$ cat src/rtl/pack_ct_pkg.sv
// Shared constants for the ciphertext packer: scheme parameters, word width
// and the controller state encodings.
package pack_ct_pkg;

  localparam int N      = 256;
  localparam int EQ     = 13;
  localparam int EP     = 10;
  localparam int ET     = 4;
  localparam int H1     = 4;
  localparam int WORD_W = 64;

  localparam int LANES   = WORD_W / 16;
  localparam int V_WORDS = N / LANES;

  localparam logic [3:0] ST_IDLE    = 4'd0;
  localparam logic [3:0] ST_FETCH_M = 4'd1;
  localparam logic [3:0] ST_LOAD_M  = 4'd2;
  localparam logic [3:0] ST_LOAD_V  = 4'd3;
  localparam logic [3:0] ST_COMP    = 4'd4;
  localparam logic [3:0] ST_STORE   = 4'd5;
  localparam logic [3:0] ST_DONE    = 4'd15;

endpackage

$ cat src/rtl/cm_round.sv
// One coefficient lane: add the rounding constant, subtract the message bit
// at weight 2^(EP-1), wrap to EP bits and keep the top ET bits.
module cm_round
  import pack_ct_pkg::*;
(
  input  logic [EP-1:0] v,
  input  logic          m,
  output logic [ET-1:0] cm
);

  logic [EP-1:0] sum;

  assign sum = v + EP'(H1) - {m, {(EP-1){1'b0}}};
  assign cm  = sum[EP-1:EP-ET];

endmodule

$ cat src/rtl/pack_ct.sv
// Ciphertext packer: streams v and message words from memory, rounds four
// coefficients per v word and writes sixteen packed 64-bit words.
module pack_ct
  import pack_ct_pkg::*;
(
  input  logic              clk,
  input  logic              rst,
  output logic              read_base_sel,
  output logic [8:0]        read_address,
  input  logic [WORD_W-1:0] read_data,
  output logic [8:0]        write_address,
  output logic [WORD_W-1:0] write_data,
  output logic              write_en,
  output logic              done
);

  logic [3:0]        state;
  logic [3:0]        state_next;
  logic [8:0]        v_address;
  logic [WORD_W-1:0] v_buffer;
  logic [WORD_W-1:0] m_buffer;
  logic [WORD_W-1:0] c_buffer;
  logic [ET-1:0]     cm [LANES];

  for (genvar j = 0; j < LANES; j++) begin : g_lane
    cm_round u_cm_round (
      .v  (v_buffer[16*j +: EP]),
      .m  (m_buffer[j]),
      .cm (cm[j])
    );
  end

  // The top six bits of each 16-bit v lane carry no coefficient data.
  logic unused_v_bits;
  assign unused_v_bits = ^{v_buffer[63:58], v_buffer[47:42],
                           v_buffer[31:26], v_buffer[15:10]};

  // NOTE: every output gets a default before the case, so no path leaves a
  // signal unassigned and no latch is inferred.
  always_comb begin
    state_next = ST_IDLE;
    case (state)
      ST_IDLE:    state_next = ST_FETCH_M;
      ST_FETCH_M: state_next = ST_LOAD_M;
      ST_LOAD_M:  state_next = ST_LOAD_V;
      ST_LOAD_V:  state_next = ST_COMP;
      ST_COMP:    state_next = (v_address[1:0] == 2'd0) ? ST_STORE : ST_LOAD_V;
      ST_STORE: begin
        if (v_address == 9'(V_WORDS))
          state_next = ST_DONE;
        else if (v_address[3:0] == 4'd0)
          state_next = ST_FETCH_M;
        else
          state_next = ST_LOAD_V;
      end
      ST_DONE:    state_next = ST_DONE;
      default:    state_next = ST_IDLE;
    endcase
  end

  // Memory has one cycle of read latency, so the address presented in a state
  // is consumed by the state that follows it.
  always_comb begin
    read_base_sel = (state == ST_FETCH_M);
    read_address  = read_base_sel ? {4'd0, v_address[8:4]} : v_address;
    write_en      = (state == ST_STORE);
    done          = (state == ST_DONE);
    write_data    = c_buffer;
  end

  // NOTE: non-blocking assignments keep every register update based on the
  // values from before the edge, independent of statement order.
  always_ff @(posedge clk) begin
    if (rst) begin
      state         <= ST_IDLE;
      v_address     <= '0;
      write_address <= '0;
    end else begin
      state <= state_next;
      if (state == ST_LOAD_V)
        v_address <= v_address + 9'd1;
      if (state == ST_STORE)
        write_address <= write_address + 9'd1;
    end
  end

  // NOTE: the data buffers are deliberately left without reset; each one is
  // loaded before it is read, and omitting reset keeps them plain flops.
  always_ff @(posedge clk) begin
    case (state)
      ST_LOAD_M: m_buffer <= read_data;
      ST_LOAD_V: v_buffer <= read_data;
      ST_COMP: begin
        c_buffer <= {cm[3], cm[2], cm[1], cm[0], c_buffer[WORD_W-1:16]};
        m_buffer <= m_buffer >> LANES;
      end
      default: ;
    endcase
  end

endmodule

$ cat config.mk
export PLATFORM = sky130hd
export DESIGN_NAME = pack_ct
export DESIGN_NICKNAME = d
export VERILOG_FILES = /design/src/rtl/pack_ct_pkg.sv /design/src/rtl/cm_round.sv /design/src/rtl/pack_ct.sv
export SDC_FILE = /design/constraint.sdc
export NUM_CORES = 1
export LEC_CHECK = 0
export CAP_MARGIN = 20
export CELL_PAD_IN_SITES_DETAIL_PLACEMENT = 1
export CELL_PAD_IN_SITES_GLOBAL_PLACEMENT = 1
export CORE_MARGIN = 5
export CORE_UTILIZATION = 29
export CTS_CLUSTER_SIZE = 28
export DETAILED_ROUTE_END_ITERATION = 10
export GPL_TIMING_DRIVEN = 0
export PLACE_DENSITY_LB_ADDON = 0.3
export SYNTH_ARGS = -nofsm -noshare
export SYNTH_HDL_FRONTEND = slang
export SYNTH_SLANG_ARGS = --single-unit
$ cat constraint.sdc
create_clock -name clk -period 6.9 [get_ports clk]
set_clock_uncertainty 0.05 [all_clocks]
set_input_delay 1.38 -clock clk [delete_from_list [all_inputs] [get_ports clk]]
set_output_delay 1.38 -clock clk [all_outputs]
set_load 0.005 [all_outputs]
# Word-level counts from Yosys, hierarchy flattened
# Index checks and enable logic that the tools add are counted.
[op_classes] mux=6 eq_ne=7 n_reduce_logical=4 addsub=10
[op_table] op="$pmux 64 s2" count=1
[op_table] op="$add 10x3->10 const B" count=4
[op_table] op="$sub 10x10->10" count=4
[op_table] op="$pmux 4 s7" count=1
[op_table] op="$add 9x1->9 const B" count=2
[op_table] op="$eq 9x7->1 const B" count=1
[op_table] op="$mux 9" count=1
[op_table] op="$eq 4x2->1 const B" count=2
[op_table] op="$eq 4x3->1 const B" count=2
[op_table] op="$logic_not 4->1" count=2
[op_table] op="$eq 4x1->1 const B" count=1
[op_table] op="$eq 4x4->1 const B" count=1
[op_table] op="$mux 4" count=1
[op_table] op="$mux 3" count=1
[op_table] op="$logic_not 2->1" count=1
[op_table] op="$mux 2" count=1
[op_table] op="$reduce_bool 2->1" count=1
[word_totals] in_bits=66 output_inout_bits=85 ff_bits=208

# Depth between registers and ports, before layout
# Gate-level depths: netlist of the first run.
[depth] depth_word=4 mapped_depth=7

# Modules after synthesis
# Synthesis of the first run repeated with hierarchy kept, for this count alone.
[hier_totals] cells_unflattened=543 hier_area_um2=8448.1
[modules_own_cells] module="pack_ct" n_inst=1 cells_each=381 area_per_inst_um2=7236.9 seq_area_each_um2=5485.3
[modules_own_cells] module="cm_round (g_lane[0].u_cm_round ...)" n_inst=3 cells_each=41 area_per_inst_um2=304.0 seq_area_each_um2=0.0
[modules_own_cells] module="cm_round (g_lane[2].u_cm_round)" n_inst=1 cells_each=39 area_per_inst_um2=299.0 seq_area_each_um2=0.0

# Worst setup path after synthesis of the first run
# No wires, ideal clock.
[synth_timing] path_kind="register to register" start="register state[1]" end="register m_buffer[0], enable pin" stages_incl_launch_ff=4 path_slack_ns=1.392 arrival_ns=4.893 period_less_slack_ns=5.508 t_required_ns=6.285 path_cell_list="dfxtp_1 > buf_2 > xnor2_1 > nor3_1"
[synth_between] elab_chain_cells=2 word_cells_on_any_way=3 cone_classes="eq/ne: 2; reduce/logical: 1"
[synth_lines] element="start, declared" line_no="pack_ct.sv:17" rtl="logic [3:0] state;"
[synth_lines] element="start signal, assigned" line_no="pack_ct.sv:79" rtl="state <= state_next;"
[synth_lines] element="$eq 4x3->1 or $eq 4x2->1 (tied branches)" line_no="pack_ct.sv:90" rtl="case (state)"
[synth_lines] element="$reduce_bool 2->1 (no source line) *"
[synth_lines] element="end signal, assigned" line_no="pack_ct.sv:91" rtl="ST_LOAD_M: m_buffer <= read_data;"
[synth_lines] element="end signal, assigned" line_no="pack_ct.sv:95" rtl="m_buffer <= m_buffer >> LANES;"
[synth_lines] element="end, declared" line_no="pack_ct.sv:21" rtl="logic [WORD_W-1:0] m_buffer;"
# Mark *: on every way between the ends. The rest lies on a longest branch, timed or not.
# A chain may end at the register's enable or synchronous reset.

# Final worst setup path of the first run
[layout_timing] start="register state[1]" end="output read_address[4]"
[layout_between] elab_chain_cells=2
[layout_lines] element="$eq 4x1->1" line_no="pack_ct.sv:64" rtl="read_base_sel = (state == ST_FETCH_M);"
[layout_lines] element="$mux 9" line_no="pack_ct.sv:65" rtl="read_address = read_base_sel ? {4'd0, v_address[8:4]} : v_address;"
[layout_lines] element="end, declared" line_no="pack_ct.sv:9" rtl="output logic [8:0] read_address,"
# Every way passes these cells.

==> key figures, run 1 <==
Worst hold path
  – Hold Path Class: register to register

Final layout
  – Ratio of cells with drive above 1 in the final layout: 11.33%
  – Most frequent cells in the layout: 164 x edfxtp_1, 150 x clkdlybuf4s50_1, 41 x inv_1, 39 x ha_1
  – Most common cell after layout, fill and taps aside: edfxtp_1
  – Final cell count without fillers: 1068
  – Nets: 816
  – Area growth syn-to-layout: 32.70%

Drt
  – Drt drc: 0
  – DRT iter0 DRCs: 220
  – Antenna-violating nets left: 0
  – Met3 Wirelength: 829 um
  – Total number of vias: 4787
  – Routed wire per std cell: 16.64 um
  – Drt total wl: 17770 um
  – WL met2: 8698 um
  – First-pass DRT Iterations: 4
  – Routed length on met1: 7971 um
  – Via density: 4.482
  – Uppermost layer routed: met4

Placed design
  – Placed insts: 1033
  – DP Worst Slack: 3.318 ns
  – RePlAce Congestion: 0.8028
  – Number of port buffers: 150
  – Dpl hpwl: 13400 um

Clock network
  – CTS buffer count: 17
  – CTS sink cnt: 186
  – Clock Path Buffers: 2
  – Cts repair resizes: 0
  – Hold buffers post-CTS: 0
  – H-tree depth: 4
  – Clock slew at reported path FFs: 0.07 ns
  – Post-CTS Repair Setup Buffers: 0
  – CTS tree: built
  – CTS root buffer: clkbuf_16
  – Clk_lat worst skew: 0.43 ns

Power and ir drop
  – Power Density: 237.9 nW/um^2
  – LEAKAGE: 3.758 nW
  – VDD IR max: 0.1256 mV
  – Tot Pwr: 2.521 mW

Floorplanning
  – IO Count: 151
  – Die Area: 30960 sq um
  – Core ar.: 27030 sq um
  – Number of core rows: 60
  – Die extent in x: 176.0 um
  – Die height: 176.0 um
  – Initial core utilization: 29.55%

GRT
  – Largest net degree at the start of global routing: 73
  – First-pass GRT wire length: 28260 um
  – Vias in the first global route: 5177
  – Initial antenna violation count: 2
  – Grt ovf: 0
  – Global Route Usage Sum: 11.69%

Logic synthesis
  – Cells after Synth: 536
  – FFs w/ async S/R, synth: 0%
  – Syn. warnings: 0
  – Ys flop type: edfxtp_1
  – Mapped cell area: 7986 sq um
  – Distinct cells, synth: 46
  – Syn avg cell area: 14.90 sq um
  – #FFs+latches synth: 186
  – Seq/Total Area, Yosys: 67.18%
  – Syn_nets: 641
  – EDFF count, synth: 164

STA
  – Worst Tran Pin Value: 0.8184 ns
  – Final hold violations: 0
  – Final slew viol count: 0
  – Fin Setup TNS: 0 ns
  – Final setup viols: 0
  – Highest Clock Rate: 249.2 MHz
  – Tmin final: 4.013 ns
  – Period utilization: 58.16%
  – Hold WS: 0.3968 ns
  – Setup WS post-layout: 2.887 ns
  – Relative slew slack: 45.14%
  – RSZ-0062 raised after global routing: no

Critical path
  – CP max stage delay: 0.45 ns
  – Worst Setup SP: state[1]$_SDFF_PP0_
  – Cell Chain, Critical Path: buf_2 -> nand2b_1 -> nor3_1 -> clkbuf_1 -> mux2_2 -> clkdlybuf4s50_1
  – Worst R2R Start: state[1]$_SDFF_PP0_
  – Data required time of the worst path: 5.47 ns
  – Critical-path top delay cell: clkdlybuf4s50_1
  – Worst Setup End Kind: primary output
  – CP arrival: 2.58 ns
  – Reg2Reg Capture Point: m_buffer[56]$_DFFE_PP_
  – Critical path type: register to primary output
  – Critical path fanouts, max: 10
  – Crit path capture: read_address[4]
  – Worst reg-to-reg setup slack: 4.15 ns
  – Worst Reg2Reg Path Length in Cells: 6
  – CP startpoint kind: register

Status
  – Status: finished clean

Flow run
  – Max cap viols: 0
registers in the layout, indices dropped and copies added, names as in the netlist:
signal,count
m_buffer,64
write_data,64
v_buffer,36
v_address,9
write_address,9
state,4
report_power, final:
part           leakage (nW)  switching, mW  internal (mW)
sequential             1.67         0.0198           1.30
combinational          1.80          0.116          0.120
clock                 0.287          0.454          0.513
synthesized netlist by cell type (4+ instances only):
cell type  instances  area share [%]
a21boi_0           5            0.47
a21oi_1           14            0.88
a31oi_1            4            0.31
buf_2              9            0.56
dfxtp_1           22             5.5
edfxtp_1         164              62
ha_1              39             6.1
inv_1             41             1.9
mux2_1            30             4.2
mux2_2            33             4.7
nand2_1           17            0.80
nand2b_1           5            0.39
nand3_1            4            0.25
nor2_1            33             1.6
nor2b_1           10            0.78
nor3_1             7            0.44
nor4_1             7            0.55
o21ai_0           14            0.88
o31ai_1            5            0.47
xnor2_1           22             2.4
xor2_1            11             1.2
through the flow:
stage               utilization, %  cell area [sq um]
floorplan                        -               7986
global placement             36.69               9915
detailed placement           37.04              10010
CTS                          39.19              10590
global route                 39.20              10600
finish                       39.21              10600
kinds of logic after synthesis:
logic type      share of synthesized area [%]
compound gates                          4.888
xor+xnor                                3.619
fa+ha+maj                               6.110
buf+inv                                 2.867
flops                                   67.18
mux                                     8.883
simple gates                            6.455
how the worst min path moves through the flow:
stage / cells after the start / to / start
finish: 0 / write_data[37]$_DFFE_PP_ / write_data[53]$_DFFE_PP_
global route: 0 / write_data[18]$_DFFE_PP_ / write_data[34]$_DFFE_PP_
CTS: 0 / write_data[37]$_DFFE_PP_ / write_data[53]$_DFFE_PP_
detailed placement: 0 / write_data[18]$_DFFE_PP_ / write_data[34]$_DFFE_PP_
global placement: 0 / write_data[28]$_DFFE_PP_ / write_data[44]$_DFFE_PP_
floorplan: 0 / write_data[0]$_DFFE_PP_ / write_data[16]$_DFFE_PP_
worst max-delay path: cells and delay by family, from the launching register on:
kind	cells	cell delay, ns
AND/OR/NAND/NOR	2	0.50
multiplexers	1	0.38
buffers and inverters	3	0.98
flip-flops	1	0.30
layer usage:
metal	GRT usage [%]	vias to the layer above
met1	15.12	2335
met5	0	-
li1	-	2330
met2	19.15	101
met4	3.639	0
met3	3.276	21
cell type report:
type	instances	area [sq um]
inverters	41	153.9
plain buffers	14	77.57
clock inverters	15	155.1
clock buffers	17	425.4
repair buffers	156	1589
well taps	341	426.7
fillers	2833	16430
flip-flops and latches	186	5365
diodes	3	7.507
multi-input cells	295	2397
(Power assumes the default switching activity.)
==> run 2, diff against run 1 <==
==> constraint.sdc (replaced) <==
create_clock -name clk -period 3.75 [get_ports clk]
set_clock_uncertainty 0.05 [all_clocks]
set_input_delay 0.75 -clock clk [delete_from_list [all_inputs] [get_ports clk]]
set_output_delay 0.75 -clock clk [all_outputs]
set_load 0.005 [all_outputs]
==> run 2 against run 1 <==
Compared with the run above: sequential share of layout area is 0.11 points lower; clock power is 86% higher; critical path depth stayed put; combinational power is 90% higher; final cell count is 0.37% lower; cell area is 0.21% higher; largest cell class unchanged; largest power group unchanged; worst hold slack better by 0.0036 ns; register-to-register slack worse by 3.2 ns; total power is 85% higher; critical endpoint unchanged; via count is 0.56% higher; setup slack worse by 2.6 ns; die area stayed put.
==> key figures, run 2 (same netlist as run 1, synthesis figures left out) <==
Drt
  – First-pass DRT Iterations: 4 (unchanged)
  – Routed wire per std cell: 16.87 um (+1.4%)
  – Drt drc: 0 (unchanged)
  – Drt total wl: 17950 um (+0.98%)
  – Via density: 4.524 (+0.94%)
  – Total number of vias: 4814 (+0.56%)
  – DRT iter0 DRCs: 179 (-19%)
  – Antenna-violating nets left: 0 (unchanged)

Status
  – Status: finished clean

STA
  – Worst Tran Pin Value: 0.8002 ns (-0.01824 ns)
  – Final hold violations: 0 (unchanged)
  – Tmin final: 3.436 ns
  – Relative slew slack: 45.90% (+0.76 points)
  – Final slew viol count: 0 (unchanged)
  – Period utilization: 91.63%
  – Highest Clock Rate: 291.0 MHz
  – Setup WS post-layout: 0.3139 ns (-2.573 ns)
  – Hold WS: 0.4004 ns (+0.003604 ns)
  – RSZ-0062 raised after global routing: no
  – Final setup viols: 0 (unchanged)

Power and ir drop
  – Clock network fraction of design power: 38.4% (about the same)
  – Sequential Power Share: 51.9% (-0.4 points)
  – Comb power frac: 9.6% (+0.2 points)
  – Switching Fraction: 23.76% (+0.35 points)
  – LEAKAGE: 3.756 nW (about the same)
  – P_int: 3.562 mW (+84%)
  – VDD IR max: 0.2781 mV (+120%)
  – Switching power: 1.110 mW (+88%)
  – Tot Pwr: 4.672 mW (+85%)
  – Power Density: 439.9 nW/um^2 (+85%)

Final layout
  – Area growth syn-to-layout: 32.98%
  – Ratio of cells with drive above 1 in the final layout: 11.20% (-0.12 points)
  – Nets: 815 (-0.12%)
  – Final Core Density: 39.30% (+0.083 points)
  – Most frequent cells in the layout: 164 x edfxtp_1, 150 x clkdlybuf4s50_1, 41 x inv_1, 39 x ha_1
  – Ant. Diodes: 0 (-3)
  – Most common cell after layout, fill and taps aside: edfxtp_1

Placed design
  – Dpl hpwl: 13450 um (+0.34%)
  – DP Worst Slack: 0.7511 ns (-2.567 ns)
  – RePlAce Congestion: 0.7650 (-4.7%)
  – Number of port buffers: 150 (unchanged)

GRT
  – Largest net degree at the start of global routing: 73 (unchanged)
  – Vias in the first global route: 5290 (+2.2%)
  – First-pass GRT wire length: 28780 um (+1.8%)
  – Global Route Usage Sum: 11.78% (+0.088 points)
  – Initial antenna violation count: 0 (-2)
  – Grt ovf: 0 (unchanged)

Floorplanning
  – Die height: 176.0 um (unchanged)
  – Number of core rows: 60 (unchanged)
  – IO Count: 151 (unchanged)
  – Die extent in x: 176.0 um (unchanged)
  – Die Area: 30960 sq um (unchanged)
  – Core ar.: 27030 sq um (unchanged)
  – Initial core utilization: 29.55% (unchanged)

Clock network
  – H-tree depth: 4 (unchanged)
  – CTS sink cnt: 186 (unchanged)
  – Clock Path Buffers: 2 (unchanged)
  – Clk_lat worst skew: 0.43 ns (about the same)
  – Clock slew at reported path FFs: 0.07 ns (about the same)
  – CTS tree: built
  – Post-CTS Repair Setup Buffers: 0 (unchanged)
  – Cts repair resizes: 0 (unchanged)
  – CTS root buffer: clkbuf_16
  – Hold buffers post-CTS: 0 (unchanged)
  – CTS buffer count: 17 (unchanged)

Critical path
  – Cell Chain, Critical Path: buf_2 -> nand2b_1 -> nor3_1 -> clkbuf_1 -> mux2_2 -> clkdlybuf4s50_1
  – Critical-path top delay cell: clkdlybuf4s50_1
  – CP startpoint kind: register
  – CP max stage delay: 0.45 ns (about the same)
  – Critical path type: register to primary output
  – Top delay family on crit path: buffers and inverters
  – Critical path fanouts, max: 10 (unchanged)
  – CP Buf/Inv Count: 3 (unchanged)
  – Data required time of the worst path: 2.95 ns (-2.52 ns)
  – CP arrival: 2.64 ns (+0.06 ns)
  – Worst Setup End Kind: primary output

Flow run
  – Max cap viols: 0 (unchanged)

Worst hold path
  – Hold Path Class: register to register
run 2: changes by cell type in the layout (fill, tap and decap cells not counted), sizes merged:
cell | before | now
diode | 3 | 0
clkinv | 7 | 5
buf | 17 | 16
clkinvlp | 0 | 1
inv | 48 | 49
run 2: worst reg2reg max path: cells and delay by family, from the launching register on:
kind | cells | cell delay (ns)
mux | 1 | 0.42
simple gates | 1 | 0.72
flops | 1 | 0.30
buf+inv | 4 | 1.06
run 2: power groups by stage:
stage,Sequential [mW],Combinational [mW],Clock (mW)
2_1_floorplan,2.47,0.234,0
3_3_place_gp,2.48,0.403,0
3_5_place_dp,2.48,0.459,0
4_1_cts,2.43,0.462,1.85
5_1_grt,2.44,0.495,1.96
6_report,2.43,0.449,1.80
run 2: layout make-up:
cell class	count	area (sq um)
well taps	341	426.7
clock buffers	17	425.4
clock inverters	15	153.9
flip-flops and latches	186	5365
inverters	41	153.9
multi-input cells	295	2404
fillers	2790	16410
plain buffers	14	77.57
repair buffers	155	1614
run 2: per-layer routing:
| metal | global-route usage (%) | vias to the layer above | part of all wire (%) |
|---|---|---|---|
| met4 | 3.379 | 0 | 1.2 |
| met5 | 0 | - | 0 |
| met3 | 2.634 | 16 | 3.7 |
| met2 | 20.77 | 95 | 51 |
| met1 | 14.52 | 2375 | 44 |
| li1 | - | 2328 | - |
run 2: stage by stage:
step | cells | setup TNS [ns] | area [sq um]
after detailed placement | 1032 | 0 | 10040
final | 1064 | 0 | 10620
after CTS | 1064 | 0 | 10620
after global routing | 1064 | 0 | 10620
after global placement | 1027 | -72.24 | 9920
after floorplan | 536 | 0 | 7991
run 2: worst paths after layout:
kind              slack, ns                      from                       end  depth (start not counted)
hold / removal         0.40  write_data[34]$_DFFE_PP_  write_data[18]$_DFFE_PP_                          0
hold reg to reg        0.40  write_data[34]$_DFFE_PP_  write_data[18]$_DFFE_PP_                          0
setup reg to reg       0.94       state[0]$_SDFF_PP0_    m_buffer[57]$_DFFE_PP_                          6
setup / recovery       0.31       state[1]$_SDFF_PP0_           read_address[4]                          6
==> run 3, diff against run 2 <==
--- a/config.mk
+++ b/config.mk
@@ -9,11 +9,11 @@
 export CELL_PAD_IN_SITES_DETAIL_PLACEMENT = 1
 export CELL_PAD_IN_SITES_GLOBAL_PLACEMENT = 1
 export CORE_MARGIN = 5
-export CORE_UTILIZATION = 29
+export CORE_UTILIZATION = 43
 export CTS_CLUSTER_SIZE = 28
 export DETAILED_ROUTE_END_ITERATION = 10
 export GPL_TIMING_DRIVEN = 0
-export PLACE_DENSITY_LB_ADDON = 0.3
+export PLACE_DENSITY_LB_ADDON = 0.1
 export SYNTH_ARGS = -nofsm -noshare
 export SYNTH_HDL_FRONTEND = slang
 export SYNTH_SLANG_ARGS = --single-unit
==> run 3 against run 2 <==
Compared with the run above: global-route usage up 4.6 points; largest cell class unchanged; core utilization up 18 points; largest power group unchanged; critical path depth unchanged; sequential power about the same; maximum frequency about the same; first-iteration DRC count up 13%; total power down 2.4%; combinational power down 2%; register-to-register slack worse by 0.18 ns; worst hold slack worse by 0.0018 ns; sequential share of layout area up 1.0 points.
==> key figures, run 3 (same netlist as run 1, synthesis figures left out) <==
Drt
  – Drt drc: 0 (unchanged)
  – Via density: 5.076 (+12%)
  – Antenna-violating nets left: 0 (unchanged)
  – Routed wire per std cell: 18.12 um (+7.4%)
  – DRT iter0 DRCs: 203 (+13%)
  – Drt total wl: 17210 um (-4.1%)
  – First-pass DRT Iterations: 4 (unchanged)
  – Total number of vias: 4822 (+0.17%)

Flow run
  – Max cap viols: 0 (unchanged)

Floorplanning
  – Number of core rows: 49 (-18%)
  – Core ar.: 18150 sq um (-33%)
  – Initial core utilization: 44.01% (+14 points)
  – IO Count: 151 (unchanged)
  – Die height: 146.3 um (-17%)
  – Die extent in x: 146.3 um (-17%)
  – Die Area: 21400 sq um (-31%)

Clock network
  – H-tree depth: 4 (unchanged)
  – Clock slew at reported path FFs: 0.07 ns (about the same)
  – CTS tree: built
  – Clk_lat worst skew: 0.43 ns (about the same)
  – Post-CTS Repair Setup Buffers: 0 (unchanged)
  – CTS root buffer: clkbuf_16
  – Hold buffers post-CTS: 0 (unchanged)
  – CTS sink cnt: 186 (unchanged)
  – Clock Path Buffers: 2 (unchanged)
  – Cts repair resizes: 0 (unchanged)
  – CTS buffer count: 17 (unchanged)

Final layout
  – Multi-input combinational cell area: 2404 sq um (unchanged)
  – Final Core Density: 57.36% (+18 points)
  – FF/Latch Area: 5365 sq um (unchanged)
  – Area growth syn-to-layout: 30.35%
  – Ant. Diodes: 0 (unchanged)
  – Fillers: 1762 (-37%)
  – Most frequent cells in the layout: 164 x edfxtp_1, 150 x clkdlybuf4s50_1, 41 x inv_1, 39 x ha_1
  – Most common cell after layout, fill and taps aside: edfxtp_1
  – Nets: 813 (-0.25%)
  – Ratio of cells with drive above 1 in the final layout: 10.82% (-0.39 points)

GRT
  – Global Route Usage Sum: 16.39% (+4.6 points)
  – Initial antenna violation count: 1 (+1)
  – Grt ovf: 0 (unchanged)
  – Largest net degree at the start of global routing: 74 (+1.4%)
  – Vias in the first global route: 5272 (-0.34%)
  – First-pass GRT wire length: 27810 um (-3.4%)

Power and ir drop
  – LEAKAGE: 3.714 nW (-1.1%)
  – VDD IR max: 0.3298 mV (+19%)
  – Power Density: 438.1 nW/um^2 (-0.40%)

STA
  – Tmin final: 3.435 ns (-0.0005790 ns)
  – Relative slew slack: 36.77% (-9.1 points)
  – Final hold violations: 0 (unchanged)
  – Period utilization: 91.61% (about the same)
  – Fin Setup TNS: 0 ns (unchanged)
  – Highest Clock Rate: 291.1 MHz (about the same)
  – Worst Tran Pin Value: 0.9485 ns (+0.1483 ns)
  – Final setup viols: 0 (unchanged)
  – RSZ-0062 raised after global routing: no
  – Final slew viol count: 0 (unchanged)

Critical path
  – CP startpoint kind: register
  – Worst Setup End Kind: primary output
  – Data required time of the worst path: 2.95 ns (about the same)
  – CP arrival: 2.64 ns (about the same)
  – Critical path type: register to primary output
  – Critical path fanouts, max: 10 (unchanged)

Placed design
  – Dpl hpwl: 12760 um (-5.1%)
  – RePlAce Congestion: 0.7635 (-0.20%)
  – Number of port buffers: 150 (unchanged)

Status
  – Status: finished clean

Worst hold path
  – Hold Path Class: register to register
-- run 3: final cells by class --
| type | count | area share, % |
|---|---|---|
| flip-flops and latches | 186 | 51.54 |
| multi-input cells | 295 | 23.09 |
| well taps | 229 | 2.752 |
| clock inverters | 15 | 1.214 |
| clock buffers | 17 | 4.087 |
| plain buffers | 14 | 0.7452 |
| inverters | 41 | 1.478 |
| repair buffers | 153 | 15.10 |
-- run 3: final timing paths --
check                            from                        to  slack, ns  cells past startpoint
max               state[1]$_SDFF_PP0_           read_address[4]       0.31                      6
min          write_data[58]$_DFFE_PP_  write_data[42]$_DFFE_PP_       0.40                      0
max reg2reg       state[0]$_SDFF_PP0_    m_buffer[57]$_DFFE_PP_       0.76                      5
min reg2reg  write_data[58]$_DFFE_PP_  write_data[42]$_DFFE_PP_       0.40                      0
-- run 3: layer usage --
layer / wire length (um) / track usage [%] / up-vias
li1: - / - / 2325
met1: 7168 / 19.27 / 2355
met2: 8925 / 28.76 / 120
met3: 874 / 4.958 / 20
met4: 227 / 5.315 / 2
met5: 13 / 0 / -
-- run 3: through the flow --
step                      setup WS (ns)  area (sq um)  hold WS (ns)  power [mW]  std cells
after floorplan                  0.2111          7991        0.4021       2.702        536
after global placement          -0.9412          9779        0.3772       2.875        915
after detailed placement         0.6914          9858        0.3866       2.919        918
after CTS                        0.2769         10410        0.4045       4.629        950
after global routing             0.1310         10410        0.4117       4.754        950
final                            0.3145         10410        0.3986       4.561        950
-- run 3: report_power, final --
group | internal [mW] | switching (mW)
combinational | 0.224 | 0.215
sequential | 2.39 | 0.0373
clock | 0.912 | 0.782
-- run 3: worst max-delay path, stage by stage, from the launching register on --
cell and delay (ns):
dfxtp_1 0.30, buf_2 0.16, nand2b_1 0.18, nor3_1 0.40, clkbuf_1 0.36, mux2_2 0.38, clkdlybuf4s50_1 0.44
